### src/rtl/switch_arbiter.sv
// 5-port mesh NoC switch allocator: wormhole-locked round-robin per output.
// Define ARB_FIXED_PRIO_EN for fixed L>N>E>S>W priority on free outputs.
module switch_arbiter #(
  parameter int NPORTS = 5,
  parameter int CODE_W = 3
) (
  input  logic              clk,
  input  logic              rst,
  input  logic [CODE_W-1:0] request_L,
  input  logic [CODE_W-1:0] request_N,
  input  logic [CODE_W-1:0] request_E,
  input  logic [CODE_W-1:0] request_S,
  input  logic [CODE_W-1:0] request_W,
  output logic [CODE_W-1:0] select_L,
  output logic [CODE_W-1:0] select_N,
  output logic [CODE_W-1:0] select_E,
  output logic [CODE_W-1:0] select_S,
  output logic [CODE_W-1:0] select_W,
  output logic              ack_L,
  output logic              ack_N,
  output logic              ack_E,
  output logic              ack_S,
  output logic              ack_W
);

  logic [CODE_W-1:0] req   [NPORTS];
  logic [CODE_W-1:0] sel_q [NPORTS];
  logic [CODE_W-1:0] sel_d [NPORTS];
  logic [NPORTS-1:0] ack_q;
  logic [NPORTS-1:0] ack_d;
  logic [NPORTS-1:0] rq    [NPORTS];
  logic [NPORTS-1:0] own   [NPORTS];
  logic [NPORTS-1:0] hold;

  assign req[0] = request_L;
  assign req[1] = request_N;
  assign req[2] = request_E;
  assign req[3] = request_S;
  assign req[4] = request_W;

  // rq[o][i]: input i validly requests output o (U-turns and codes 6/7 never match)
  always_comb begin
    for (int o = 0; o < NPORTS; o++) begin
      for (int i = 0; i < NPORTS; i++) begin
        rq[o][i]  = (req[i] == CODE_W'(o + 1)) && (i != o);
        own[o][i] = (sel_q[o] == CODE_W'(i + 1));
      end
      hold[o] = |(rq[o] & own[o]);
    end
  end

`ifdef ARB_FIXED_PRIO_EN

  function automatic logic [CODE_W-1:0] pick(
    input logic [NPORTS-1:0] m
  );
    logic [CODE_W-1:0] w;
    w = '0;
    for (int i = NPORTS - 1; i >= 0; i--)
      if (m[i]) w = CODE_W'(i + 1);
    return w;
  endfunction

  always_comb begin
    for (int o = 0; o < NPORTS; o++) begin
      sel_d[o] = sel_q[o];
      if (!hold[o])
        sel_d[o] = pick(rq[o]);
    end
  end

`else

  logic [CODE_W-1:0] ptr_q [NPORTS];
  logic [CODE_W-1:0] ptr_d [NPORTS];

  // Scan from farthest to nearest so the input right after p wins last.
  function automatic logic [CODE_W-1:0] pick(
    input logic [NPORTS-1:0] m,
    input logic [CODE_W-1:0] p
  );
    logic [CODE_W-1:0] w;
    int t;
    w = '0;
    for (int k = NPORTS; k >= 1; k--) begin
      t = int'(p) + k;
      if (t >= NPORTS) t = t - NPORTS;
      if (m[t]) w = CODE_W'(t + 1);
    end
    return w;
  endfunction

  always_comb begin
    for (int o = 0; o < NPORTS; o++) begin
      sel_d[o] = sel_q[o];
      ptr_d[o] = ptr_q[o];
      if (!hold[o]) begin
        sel_d[o] = pick(rq[o], ptr_q[o]);
        if (sel_d[o] != '0)
          ptr_d[o] = sel_d[o] - CODE_W'(1);
      end
    end
  end

  always_ff @(posedge clk) begin
    for (int o = 0; o < NPORTS; o++) begin
      if (rst) ptr_q[o] <= CODE_W'(NPORTS - 1);
      else     ptr_q[o] <= ptr_d[o];
    end
  end

`endif

  always_comb begin
    ack_d = '0;
    for (int o = 0; o < NPORTS; o++)
      for (int i = 0; i < NPORTS; i++)
        if (sel_d[o] == CODE_W'(i + 1)) ack_d[i] = 1'b1;
  end

  always_ff @(posedge clk) begin
    if (rst) ack_q <= '0;
    else     ack_q <= ack_d;
    for (int o = 0; o < NPORTS; o++) begin
      if (rst) sel_q[o] <= '0;
      else     sel_q[o] <= sel_d[o];
    end
  end

  assign select_L = sel_q[0];
  assign select_N = sel_q[1];
  assign select_E = sel_q[2];
  assign select_S = sel_q[3];
  assign select_W = sel_q[4];
  assign ack_L    = ack_q[0];
  assign ack_N    = ack_q[1];
  assign ack_E    = ack_q[2];
  assign ack_S    = ack_q[3];
  assign ack_W    = ack_q[4];

endmodule

### config.mk
export PLATFORM = sky130hd
export DESIGN_NAME = switch_arbiter
export DESIGN_NICKNAME = d
export VERILOG_FILES = /design/src/rtl/switch_arbiter.sv
export SDC_FILE = /design/constraint.sdc
export NUM_CORES = 1
export LEC_CHECK = 0
export BUFFER_PORTS_ARGS = -buffer_cell sky130_fd_sc_hd__buf_2
export CORE_ASPECT_RATIO = 1.25
export CORE_UTILIZATION = 59
export CTS_CLUSTER_DIAMETER = 150
export CTS_CLUSTER_SIZE = 40
export DETAILED_ROUTE_END_ITERATION = 8
export GPL_ROUTABILITY_DRIVEN = 1
export HOLD_SLACK_MARGIN = 0.03
export MAX_ROUTING_LAYER = met4
export PLACE_DENSITY = 0.85
export SYNTH_ARGS = -nofsm -noshare
export SYNTH_HDL_FRONTEND = slang
export SYNTH_SLANG_ARGS = --single-unit
### constraint.sdc
create_clock -name clk -period 4.04 [get_ports clk]
set_input_delay 0.606 -clock clk [delete_from_list [all_inputs] [get_ports clk]]
set_output_delay 0.606 -clock clk [all_outputs]
set_load 0.02 [all_outputs]
==> results of run 1 <==
==> area by class of cell <==
cell class | count | area share (%)
clock buffer | 5 | 1.39
multi-input combinational | 974 | 78.8
tap | 171 | 2.37
clock inverter | 3 | 0.486
inverter | 42 | 1.75
sequential | 35 | 7.78
timing repair buffer | 99 | 7.39
==> flip-flops by register name, indices dropped and copies added, names as in the netlist <==
signal	cells
sel_q	15
ptr_q	15
ack_q	5
==> worst min-delay path by stage <==
stage                            from           to  slack, ns  cells after the start
after floorplan           ptr_q[2][1]  ptr_q[2][1]       0.58                      2
after global placement    ptr_q[0][2]  ptr_q[0][2]       0.57                      2
after detailed placement  ptr_q[0][2]  ptr_q[0][2]       0.58                      2
after CTS                 ptr_q[0][2]  ptr_q[0][2]       0.60                      2
after global routing      ptr_q[0][2]  ptr_q[0][2]       0.63                      2
final                     ptr_q[0][2]  ptr_q[0][2]       0.62                      2
==> critical path, cell delays in order (launching register included) <==
cell and delay (ns):
dfxtp_1 0.34, inv_1 0.12, buf_4 0.20, ha_1 0.27, a211o_1 0.39, and4_1 0.23, o311ai_1 0.40, o31a_1 0.27
nor2_1 0.11, nand4bb_1 0.23, a41oi_2 0.22, inv_1 0.08, ha_1 0.21, ha_1 0.21, nor2_4 0.17, nor2_1 0.05
a211oi_1 0.21
==> per-stage QoR <==
stage	area, sq um	setup TNS [ns]
2_1_floorplan	8070	0
3_3_place_gp	8650	0
3_5_place_dp	8650	-0.00280
4_1_cts	8840	0
5_1_grt	9010	-0.00570
6_report	9010	0
==> metal layers <==
metal,part of all wire (%),vias to the layer above,GRT usage (%)
met5,0,-,-
li1,-,4315,-
met1,42,4154,39.1
met4,3.3,0,11.4
met2,49,361,56.2
met3,6.6,81,3.74
==> synth_stat cells, drive strengths merged (8+ instances only) <==
| cell | instances | area share (%) |
|---|---|---|
| o211ai | 9 | 0.90 |
| buf | 29 | 1.8 |
| xnor2 | 14 | 1.8 |
| or3b | 8 | 0.87 |
| or2 | 8 | 0.62 |
| xor2 | 17 | 1.9 |
| mux2 | 9 | 1.3 |
| nand3 | 27 | 1.7 |
| nor2 | 107 | 5.0 |
| nor4 | 9 | 0.78 |
| ha | 88 | 14 |
| a21boi | 8 | 0.74 |
| nand3b | 20 | 1.9 |
| and3b | 9 | 0.98 |
| a2111oi | 9 | 1.1 |
| a21oi | 73 | 4.5 |
| nand2b | 40 | 3.1 |
| o311ai | 11 | 1.4 |
| o22ai | 11 | 0.85 |
| nor3 | 38 | 2.4 |
| nand2 | 67 | 3.1 |
| nor2b | 26 | 2.0 |
| o21a | 16 | 1.5 |
| a31oi | 13 | 1.1 |
| clkbuf | 30 | 1.4 |
| a21o | 15 | 1.4 |
| o31ai | 16 | 1.6 |
| mux2i | 27 | 3.4 |
| inv | 41 | 1.9 |
| a211oi | 34 | 3.2 |
| dfxtp | 35 | 8.7 |
| o21ai | 70 | 4.3 |
| nor3b | 23 | 2.4 |
| a211o | 9 | 0.98 |
| or3 | 11 | 0.85 |
| and2 | 11 | 0.85 |
==> cell families after synthesis <==
| logic type | Yosys count |
|---|---|
| fa+ha+maj | 88 |
| simple gates | 436 |
| xor+xnor | 31 |
| flops | 35 |
| buf+inv | 101 |
| mux | 38 |
| compound gates | 380 |
==> timing repair <==
item | CTS | global route
setup buffers | 0 | 3
resized for setup | 2 | 35
gates cloned | 0 | 1
endpoints found under the setup margin | 2 | 16
pin swaps | 0 | 3
==> summary.md, run 1 <==
| Metric | Value |
|---|---|
| Routability cong. | `0.969` |
| CP max FO | `8` |
| Status | `complete, no violations` |
| Final hold violations | `0` |
| Fmax | `262 MHz` |
| Worst path required time | `between 4 and 5 ns` |
| RR Endpoint | `ptr_q[3][1]` |
| Layout cell share with drive strength beyond 1 | `16.0%` |
| Netlist Area Pre-Place | `a little over 8000 sq um` |
| Vias after detailed routing | `8,911` |
| Initial core utilization | `60.7%` |
| Netlist cell types | `~100` |
| Dpl cells | `between 1,000 and 1,500` |
| WHS | `0.616 ns` |
| Initial DRC Count | `~830` |
| Wirelength per Cell | `~18 um` |
| CP Capture Type | `flip-flop` |
| Largest family of logic cells by synthesized area | `compound AO/OA/AOI/OAI gates` |
| Wirelength, routed | `about 23,000 um` |
| Xor and xnor area share after synthesis | `under 10%` |
| Max_cap viols | `0` |
| Final ANT Viol Nets | `0` |
| Port Buffers | `36` |
| Final core utilization | `67.8%` |
| Period utilisation layout | `94.4%` |
| Largest net degree at the start of global routing | `36` |
| Pre-CTS WS | `-0.00280 ns` |
| DRT Pass-1 Iters | `5` |
| Most frequent cells in the layout | `nor2_1 (104), ha_1 (79), a21oi_1 (72)` |
| Final Critical Period | `3.81 ns` |
| Avg Vias per Cell | `approximately 6.7` |
| Most frequently used flop master after synthesis | `dfxtp_1` |
| Total CTS buffers | `5` |
| IO Count | `37` |
| Clock root cell | `clkbuf_16` |
| Total gr overflow | `0` |
| HPWL after DPL | `roughly 18,000 um` |
| CTS tree | `yes` |
| Clock-pin slew on the worst setup and hold paths | `approximately 0.060 ns` |
| Multi-input logic area | `slightly above 7000 sq um` |
| DIE AREA | `around 14,000 sq um` |
| CP startpoint | `ptr_q[3][1]` |
| Die height | `roughly 130 um` |
| Syn. warnings | `0` |
| # nets final | `about 1,300` |
| Setup-failing EPs final | `0` |
| Async SR Flop Fraction | `0%` |
| First-pass GRT wire length | `37,600 um` |
| GRT Resource Usage Total | `32.7%` |
| Filler Cells Inserted | `approximately 1,100` |
| Synth Net Count | `~1,200` |
| Synth Instances | `1,109` |
| Initial antenna violation count | `0` |
| Area Growth Syn to Fin | `11.7%` |
| Vias in the first global route | `slightly above 8,000` |
| Proportion of synthesized area in mux cells | `slightly above 5%` |
| Critical Path End | `ptr_q[3][1]` |
| Crit path arrival time | `4.01 ns` |
| Simple-gate share of the synthesized area | `29.8%` |
| Startpoint Class | `flip-flop` |
| Kind of critical path | `flip-flop to flip-flop` |
| R2R cell count | `16` |
| Clock Sinks | `35` |
| Worst Tran Pin Value | `0.721 ns` |
| # rows | `47` |
| Post-synth EDFFs | `0` |
| Synth Area in Compound Gates | `around a third` |
| Worst slew margin | `51.7%` |
| Crit Reg-Reg Startpoint | `ptr_q[3][1]` |
| Die W | `approximately 110 um` |
| Max Root-Sink Buffers | `2` |
| Reg area | `701 sq um` |
| Final Skew | `around 0.0067 ns` |
| Post-Synth Adder-Cell Area | `13.7%` |
| Syn Area/Cell | `7.27 sq um` |
| RSZ-0062 raised after global routing | `yes` |
| Worst skew pair latency | `0.29 ns` |
| Final Instance Count excl. Fillers | `1,329` |
| #FFs+latches synth | `35` |
| Hold_buf cts | `0` |
| Most common cell after layout, fill and taps aside | `nor2_1` |
| Ant diodes | `0` |
| Core ar. | `about 13,000 sq um` |
| Reg-to-reg slack, setup | `approximately 0.23 ns` |
| DRC | `0` |
| H-tree lvl count | `2` |
| Final worst setup slack | `0.226 ns` |
| Sequential-to-total area share from yosys stat | `8.69%` |
| Hold WC Path Type | `flip-flop to flip-flop` |
| Pins Over Slew Limit | `0` |
Power of run 1 is not shown: default switching activity piles up to over one toggle a cycle in this logic, so the estimate is an artifact.
==> run 2, diff against run 1 <==
--- a/config.mk
+++ b/config.mk
@@ -6,12 +6,12 @@
 export NUM_CORES = 1
 export LEC_CHECK = 0
 export BUFFER_PORTS_ARGS = -buffer_cell sky130_fd_sc_hd__buf_2
-export CORE_ASPECT_RATIO = 1.25
 export CORE_UTILIZATION = 59
-export CTS_CLUSTER_DIAMETER = 150
+export CTS_CLUSTER_DIAMETER = 60
 export CTS_CLUSTER_SIZE = 40
 export DETAILED_ROUTE_END_ITERATION = 8
 export GPL_ROUTABILITY_DRIVEN = 1
+export GPL_TIMING_DRIVEN = 0
 export HOLD_SLACK_MARGIN = 0.03
 export MAX_ROUTING_LAYER = met4
 export PLACE_DENSITY = 0.85
==> run 2 against run 1 <==
Via count rose by 6.1%. Die area hardly changed. Register-to-register slack lost 0.19 ns. Sequential share of layout area down 0.28 points. Hold slack worse by 0.016 ns. Critical path depth increased by 2. Cell area is 8.6% higher. Clock skew rose by 0.0029 ns. Non-clock buffer count is 40 higher. Sequential cell count stayed put.
==> summary.md, run 2 (synthesis results as in run 1) <==
| Metric | Value |
|---|---|
| Status | `complete, no violations` |
| Ant diodes | `0 (unchanged)` |
| Worst slew margin | `24.5% (-27 points)` |
| Clock Sinks | `35 (unchanged)` |
| Initial DRC Count | `1,151 (+39%)` |
| Setup-failing EPs final | `0 (unchanged)` |
| IO Count | `37 (unchanged)` |
| Wirelength, routed | `26,400 um (+13%)` |
| Final Critical Period | `4.00 ns (+0.190 ns)` |
| Layout cell share with drive strength beyond 1 | `23.9% (+7.9 points)` |
| Kind of critical path | `flip-flop to flip-flop` |
| Crit Reg-Reg Startpoint | `ptr_q[2][0]` |
| Period utilisation layout | `99.1% (+4.7 points)` |
| Initial core utilization | `60.7% (about the same)` |
| Clock-pin slew on the worst setup and hold paths | `0.06 ns (about the same)` |
| Most common cell after layout, fill and taps aside | `nor2_1` |
| First-pass GRT wire length | `40,200 um (+6.9%)` |
| CP Capture Type | `flip-flop` |
| RR Endpoint | `ptr_q[2][0]` |
| Largest net degree at the start of global routing | `14 (-61%)` |
| Final ANT Viol Nets | `0 (unchanged)` |
| Max_cap viols | `0 (unchanged)` |
| DRC | `0 (unchanged)` |
| Vias after detailed routing | `9,458 (+6.1%)` |
| Reg-to-reg slack, setup | `0.04 ns (-0.19 ns)` |
| Filler Cells Inserted | `943 (-16%)` |
| Crit path arrival time | `4.15 ns (+0.14 ns)` |
| Fmax | `250 MHz (-4.7%)` |
| Area Growth Syn to Fin | `21.4%` |
| Final Instance Count excl. Fillers | `1,373 (+3.3%)` |
| CP startpoint | `ptr_q[2][0]` |
| Startpoint Class | `flip-flop` |
| DIE AREA | `14,100 sq um (about the same)` |
| # nets final | `1,301 (+3.1%)` |
| Core ar. | `13,300 sq um (about the same)` |
| Clock root cell | `clkbuf_16` |
| Max Root-Sink Buffers | `2 (unchanged)` |
| Avg Vias per Cell | `6.89 (+2.7%)` |
| H-tree lvl count | `2 (unchanged)` |
| # rows | `42 (-11%)` |
| Total gr overflow | `0 (unchanged)` |
| Pins Over Slew Limit | `0 (unchanged)` |
| Final hold violations | `0 (unchanged)` |
| HPWL after DPL | `17,700 um (+0.32%)` |
| Port Buffers | `35 (-2.8%)` |
| Hold WC Path Type | `flip-flop to flip-flop` |
| Die W | `119 um (+12%)` |
| Worst path required time | `4.19 ns (-0.04 ns)` |
| Worst skew pair latency | `0.28 ns (about the same)` |
| Die height | `119 um (-10%)` |
| Most frequent cells in the layout | `nor2_1 (100), ha_1 (72), a21oi_1 (69)` |
| Initial antenna violation count | `0 (unchanged)` |
| Total CTS buffers | `5 (unchanged)` |
| CP max FO | `7 (-1)` |
| Vias in the first global route | `8,403 (+4.4%)` |
| DRT Pass-1 Iters | `7 (+2)` |
| GRT Resource Usage Total | `34.9% (+2.2 points)` |
| R2R cell count | `18 (+2)` |
| Final Skew | `0.00963 ns (+0.00288 ns)` |
| Dpl cells | `1,320 (+0.23%)` |
| CTS tree | `yes` |
| Worst Tran Pin Value | `1.13 ns (+0.410 ns)` |
| Hold_buf cts | `0 (unchanged)` |
| Wirelength per Cell | `19.2 um (+9.0%)` |
| Critical Path End | `ptr_q[2][0]` |
| Biggest regs | `ptr_q x15, sel_q x15, ack_q x5` |
| Routability cong. | `1.03 (+6.7%)` |
-- run 2: cell types whose count changed in the layout (fill, tap and decap cells not counted), moves of 9 or more --
cell / before / now
a211oi_2: 1 / 13
dfxtp_1: 35 / 21
clkbuf_1: 0 / 19
a211oi_1: 33 / 21
clkinvlp_4: 0 / 9
buf_2: 36 / 48
-- run 2: cell type report --
class | instances | area (sq um) | share of cell area [%]
well taps | 176 | 220 | 2.25
plain buffers | 54 | 329 | 3.36
repair buffers | 85 | 551 | 5.62
clock buffers | 7 | 133 | 1.35
flip-flops and latches | 35 | 733 | 7.49
multi-input cells | 973 | 7630 | 77.9
clock inverters | 1 | 5.00 | 0.0511
inverters | 42 | 191 | 1.96
-- run 2: timing repair --
item,CTS,global route
resized for setup,75,125
setup endpoints to repair,20,20
pin swaps,8,22
setup buffers,21,29
-- run 2: worst min-delay path by stage --
stage                start          end  slack, ns  cells after the start
3_3_place_gp   sel_q[0][1]  sel_q[0][1]       0.63                      2
3_5_place_dp   sel_q[0][1]  sel_q[0][1]       0.62                      2
2_1_floorplan  ptr_q[2][1]  ptr_q[2][1]       0.58                      2
6_report       ptr_q[3][1]  ptr_q[3][1]       0.60                      2
4_1_cts        ptr_q[3][1]  ptr_q[3][1]       0.61                      2
5_1_grt        ptr_q[2][1]  ptr_q[2][1]       0.64                      2
-- run 2: layer usage --
| metal | routed length [um] | up-vias | GRT usage (%) |
|---|---|---|---|
| li1 | - | 4383 | - |
| met1 | 10600 | 4428 | 44.3 |
| met4 | 1040 | 0 | 14.2 |
| met5 | 0 | - | - |
| met3 | 2380 | 104 | 3.35 |
| met2 | 12400 | 543 | 56.8 |
-- run 2: worst max-delay path: stages (launching register included) --
cell        delay [ns]
dfxtp_4           0.39
buf_8             0.11
buf_8             0.12
clkinvlp_4        0.15
ha_4              0.33
or4b_4            0.48
mux2i_1           0.18
a221oi_2          0.12
mux2_4            0.35
o21ba_4           0.22
a31oi_4           0.15
mux2i_1           0.10
nor2_1            0.12
a21oi_1           0.06
ha_2              0.20
ha_2              0.18
nor3_4            0.34
mux2i_1           0.23
nor2_1            0.05
-- run 2: metrics by stage --
step	hold slack, ns	area (sq um)	util (%)	TNS (ns)	worst slack [ns]
after floorplan	0.583	8070	-	0	0.0400
after global placement	0.626	8470	63.7	-7.44	-0.689
after detailed placement	0.615	8470	63.7	-8.47	-0.731
after CTS	0.608	9050	68.1	0	0.00128
after global routing	0.645	9790	73.6	-0.819	-0.144
final	0.600	9790	73.6	0	0.0362
Power of run 2 is left out for the same reason.
